==> config.mk <==
export PLATFORM = sky130hd
export DESIGN_NAME = dmem_arbiter
export DESIGN_NICKNAME = d
export VERILOG_FILES = /design/src/rtl/dmem_arb_pkg.sv /design/src/rtl/arb_pick2.sv /design/src/rtl/dmem_arbiter.sv
export SDC_FILE = /design/constraint.sdc
export NUM_CORES = 1
export LEC_CHECK = 0
export CAP_MARGIN = 30
export CELL_PAD_IN_SITES_DETAIL_PLACEMENT = 1
export CELL_PAD_IN_SITES_GLOBAL_PLACEMENT = 2
export CORE_MARGIN = 5
export CORE_UTILIZATION = 10
export DETAILED_ROUTE_END_ITERATION = 6
export HOLD_SLACK_MARGIN = 0.03
export MAX_ROUTING_LAYER = met4
export PLACE_DENSITY = 0.95
export RECOVER_POWER = 50
export SYNTH_ARGS = -nofsm -noshare
export SYNTH_HDL_FRONTEND = slang
export SYNTH_HIERARCHICAL = 1
export SYNTH_SLANG_ARGS = --single-unit
export TNS_END_PERCENT = 5
==> constraint.sdc <==
create_clock -name CLK -period 1.7 [get_ports CLK]
set_input_delay 0.34 -clock CLK [delete_from_list [all_inputs] [get_ports CLK]]
set_output_delay 0.34 -clock CLK [all_outputs]
set_load 0.02 [all_outputs]
==> src/rtl/dmem_arb_pkg.sv <==
// Shared types and constants for the two-master DMEM arbiter.
// Arbitration mode is selected in arb_pick2 by the DMEM_ARB_RR_EN macro.
package dmem_arb_pkg;

  localparam int NUM_MASTERS = 2;

  localparam logic [1:0] BYTE_SEL_BYTE = 2'b00;
  localparam logic [1:0] BYTE_SEL_HALF = 2'b01;
  localparam logic [1:0] BYTE_SEL_WORD = 2'b10;

  typedef enum logic {
    IDLE    = 1'b0,
    RD_RESP = 1'b1
  } state_t;

  typedef logic [NUM_MASTERS-1:0] req_vec_t;

endpackage

==> src/rtl/arb_pick2.sv <==
// Two-way winner selection. DMEM_ARB_RR_EN defined: round-robin on conflict
// (the master that is not last_owner wins); undefined: M0 always wins conflicts.
module arb_pick2
  import dmem_arb_pkg::*;
(
  input  req_vec_t req_i,
  input  logic     last_owner_i,
  output req_vec_t gnt_o,
  output logic     winner_o
);

`ifndef DMEM_ARB_RR_EN
  // Fixed priority keeps last_owner tracked upstream but never consults it.
  logic unused_last_owner;
  assign unused_last_owner = last_owner_i;
`endif

  always_comb begin
    // NOTE: defaults first so every path assigns every output and no latch is inferred.
    winner_o = 1'b0;
    gnt_o    = '0;
    case (req_i)
      2'b01: winner_o = 1'b0;
      2'b10: winner_o = 1'b1;
      2'b11: begin
`ifdef DMEM_ARB_RR_EN
        winner_o = ~last_owner_i;
`else
        winner_o = 1'b0;
`endif
      end
      default: winner_o = 1'b0;
    endcase
    if (|req_i) begin
      gnt_o = winner_o ? 2'b10 : 2'b01;
    end
  end

endmodule

==> src/rtl/dmem_arbiter.sv <==
// Two-master DMEM command arbiter with single-cycle read response routing.
// Define DMEM_ARB_RR_EN for round-robin arbitration; default is fixed priority (M0).
module dmem_arbiter
  import dmem_arb_pkg::*;
#(
  parameter int ADDR_DEPTH = 14
) (
  input  logic                  CLK,
  input  logic                  RST,

  input  logic                  M0_REQ,
  input  logic                  M0_WE,
  input  logic [1:0]            M0_BYTE_SEL,
  input  logic                  M0_SIGN,
  input  logic [ADDR_DEPTH-1:0] M0_ADDR,
  input  logic [31:0]           M0_WDATA,
  output logic                  M0_GNT,
  output logic                  M0_RVALID,
  output logic [31:0]           M0_RDATA,

  input  logic                  M1_REQ,
  input  logic                  M1_WE,
  input  logic [1:0]            M1_BYTE_SEL,
  input  logic                  M1_SIGN,
  input  logic [ADDR_DEPTH-1:0] M1_ADDR,
  input  logic [31:0]           M1_WDATA,
  output logic                  M1_GNT,
  output logic                  M1_RVALID,
  output logic [31:0]           M1_RDATA,

  output logic                  MEM_RDEN,
  output logic                  MEM_WEN,
  output logic [1:0]            MEM_BYTE_SEL,
  output logic                  MEM_SIGN,
  output logic [ADDR_DEPTH-1:0] MEM_ADDR,
  output logic [31:0]           MEM_DIN,
  input  logic [31:0]           MEM_DOUT
);

  state_t   state_q, state_d;
  logic     owner_q, owner_d;
  logic     last_owner_q, last_owner_d;

  req_vec_t req;
  req_vec_t pick_gnt;
  req_vec_t gnt;
  logic     winner;
  logic     grant;

  logic                  win_we;
  logic [1:0]            win_byte_sel;
  logic                  win_sign;
  logic [ADDR_DEPTH-1:0] win_addr;
  logic [31:0]           win_wdata;

  logic                  rsp_valid;

  assign req = {M1_REQ, M0_REQ};

  arb_pick2 u_pick (
    .req_i        (req),
    .last_owner_i (last_owner_q),
    .gnt_o        (pick_gnt),
    .winner_o     (winner)
  );

  // Reset masks the grant so nothing is accepted or driven to DMEM during RST.
  assign gnt    = RST ? '0 : pick_gnt;
  assign grant  = |gnt;
  assign M0_GNT = gnt[0];
  assign M1_GNT = gnt[1];

  always_comb begin
    win_we       = 1'b0;
    win_byte_sel = '0;
    win_sign     = 1'b0;
    win_addr     = '0;
    win_wdata    = '0;
    if (gnt[1]) begin
      win_we       = M1_WE;
      win_byte_sel = M1_BYTE_SEL;
      win_sign     = M1_SIGN;
      win_addr     = M1_ADDR;
      win_wdata    = M1_WDATA;
    end else if (gnt[0]) begin
      win_we       = M0_WE;
      win_byte_sel = M0_BYTE_SEL;
      win_sign     = M0_SIGN;
      win_addr     = M0_ADDR;
      win_wdata    = M0_WDATA;
    end
  end

  assign MEM_WEN      = grant &  win_we;
  assign MEM_RDEN     = grant & ~win_we;
  assign MEM_BYTE_SEL = win_byte_sel;
  assign MEM_SIGN     = win_sign;
  assign MEM_ADDR     = win_addr;
  assign MEM_DIN      = win_wdata;

  always_comb begin
    state_d      = IDLE;
    owner_d      = owner_q;
    last_owner_d = last_owner_q;
    if (grant) begin
      last_owner_d = winner;
      if (!win_we) begin
        state_d = RD_RESP;
        owner_d = winner;
      end
    end
  end

  always_ff @(posedge CLK) begin
    // NOTE: sequential state uses non-blocking assignments so every register samples pre-edge values.
    if (RST) begin
      state_q      <= IDLE;
      owner_q      <= 1'b0;
      last_owner_q <= 1'b1;
    end else begin
      state_q      <= state_d;
      owner_q      <= owner_d;
      last_owner_q <= last_owner_d;
    end
  end

  // DMEM returns read data one cycle after the grant; steer it to the latched owner.
  assign rsp_valid = ~RST & (state_q == RD_RESP);
  assign M0_RVALID = rsp_valid & ~owner_q;
  assign M1_RVALID = rsp_valid &  owner_q;
  assign M0_RDATA  = M0_RVALID ? MEM_DOUT : 32'h0;
  assign M1_RDATA  = M1_RVALID ? MEM_DOUT : 32'h0;

endmodule

==> run metrics <==
outcome=complete, but fails checks; failing checks=setup timing; Arrival @ worst endpoint=1.48 ns; setup TNS=-4.045 ns; final period utilization=1.072; first-pass GRT wire length=about 15000 µm; number of diodes=0; DR DRC count=0; largest net degree at the start of global routing=34; Die Wd=approximately 110 µm; Max VDD drop=approximately 160 µV; Worst Tran Pin Value=around 0.21 ns; max-cap viol count=0; Setup-failing EPs final=51; P_int=just under 800 µW; Worst Path Required=between 1 and 1.5 ns; power share of the clock group=0.160; first-pass iteration count of the detailed router=4; slowest cell delay on critical path=0.20 ns; Post-DP HPWL=between 7000 and 8000 µm; Area Growth Syn to Fin=265.9%; CTS tree=done; Worst-Skew Late Latency=0.21 ns; chip height=~110 µm; GRT Resource Usage Total=0.1470; static leakage=0.001927 µW; Die Area=~13000 µm²; switching share of power=0.3239; CTS Buffer Depth=2; fmax=~0.55 GHz; Initial Utilization=0.1014; wire per inst=~18 µm; cts bufs inserted=3; Layout Nets=552; min Tclk post-route=between 1.5 and 2 ns; GP Congestion=0.8557; io pins=approximately 260; Slew headroom=0.8602; vias post-DR=about 2300; most frequent cells in the layout=clkdlybuf4s50_1, and2_1, buf_2; I/O Buffers=between 200 and 300; pwr dens=roughly 290 nW/µm²; fin. max-slew vios=0; Hold WC Path Type=input pin to flip-flop; CP Launch Type=input pin; Core Region=10790 µm²; Clk Tree Root Cell=clkbuf_8; clock sinks=2; DR vias/cell=4.137; Congestion Overflow GR=0; YS warnings=6; combinational share of power=0.795; final core utilization=0.3712; number of placement rows=38; Switch Pwr=370.8 µW; Hold Fails Final Rpt=0; Setup Crit Path Kind=input pin to output port; clk slew on worst S/H paths=0.03 ns; number of global-route vias before repair=about 2700; RSZ-0062 raised after global routing=true; H-tree depth=1; 1st-iter DRT viols=about 70; initial antenna violation count=0; commonest non-fill, non-tap cell in the layout=clkdlybuf4s50_1; Syn Area/Cell=between 7 and 8 µm²; skew final=0 ns; CP Capture Type=output port; post-route ant nets=0; synthesized cell area=1095 µm²; slowest stage cell, crit path=nor2b_4; Cell Chain, Critical Path=buf_8 -> nor2b_4 -> buf_6 -> nor2b_4 -> buf_8 -> buf_12 -> a22o_1 -> buf_6; final worst setup slack=-0.1226 ns; Syn Nets=between 200 and 300; CP Max Fanout=5; Post-Synthesis Cells=150; layout cells sized above 1=0.3865; final wirelength=approximately 10000 µm; power share of the sequential group=0.045
-- power by group through the flow --
stage,sequential [µW],clock [µW],combinational (µW)
after detailed placement,51.4,0,811
after floorplan,51.0,0,262
after global routing,52.1,198,960
after CTS,50.9,189,904
final,51.7,183,910
after global placement,51.2,0,797
-- worst paths after layout --
check	slack [ns]	startpoint	depth (start not counted)	endpoint
max	-0.12	M0_REQ	8	MEM_BYTE_SEL[1]
min	0.43	RST	2	state_q$_SDFF_PP0_
max reg2reg	1.07	owner_q$_SDFFE_PP0P_	2	owner_q$_SDFFE_PP0P_
min reg2reg	0.51	owner_q$_SDFFE_PP0P_	2	owner_q$_SDFFE_PP0P_
-- per-stage QoR --
step                setup slack (ns)  area (µm²)  power (µW)  hold slack [ns]  std cells
detailed placement            -1.004        3851       862.3           0.5107        533
floorplan                   0.005704        1105       312.9           0.4124        150
global route                 -0.1627        4006        1210           0.4381        554
finish                       -0.1226        4006        1145           0.4291        554
global placement             -0.9632        3851       848.6           0.4895        533
CTS                         -0.09853        4121        1145           0.4311        552
-- routing by layer --
metal,GRT usage,vias up,share of wire
met5,-,-,0
met4,0.02296,0,0.011
met3,0.03753,10,0.11
met2,0.2759,164,0.53
met1,0.1569,1044,0.35
li1,-,1074,-
-- what timing repair did --
| item | 4_1_cts | 5_1_grt |
|---|---|---|
| hold buffers | 0 | 0 |
| setup endpoints to repair | 119 | 87 |
| buffers inserted | 10 | 2 |
| cloned | 8 | 0 |
| pin swaps | 35 | 11 |
| resized for setup | 551 | 63 |
-- cell type report --
type / instances / area, µm²
Inverter: 1 / 3.754
Fill cell: 1274 / 6787
Multi-Input combinational cell: 127 / 996.0
Tap cell: 140 / 175.2
Clock buffer: 3 / 41.29
Sequential cell: 2 / 41.29
Timing Repair Buffer: 281 / 2749
-- state kept, by name, indices dropped and copies added (netlist names) --
| register | count |
|---|---|
| owner_q | 1 |
| state_q | 1 |
-- worst max-delay path, delay by kind of cell --
family,cells,cell delay [ns]
simple gates,2,0.32
compound gates,1,0.17
buf+inv,5,0.65
Note: power is estimated with default switching activity, not from simulation.
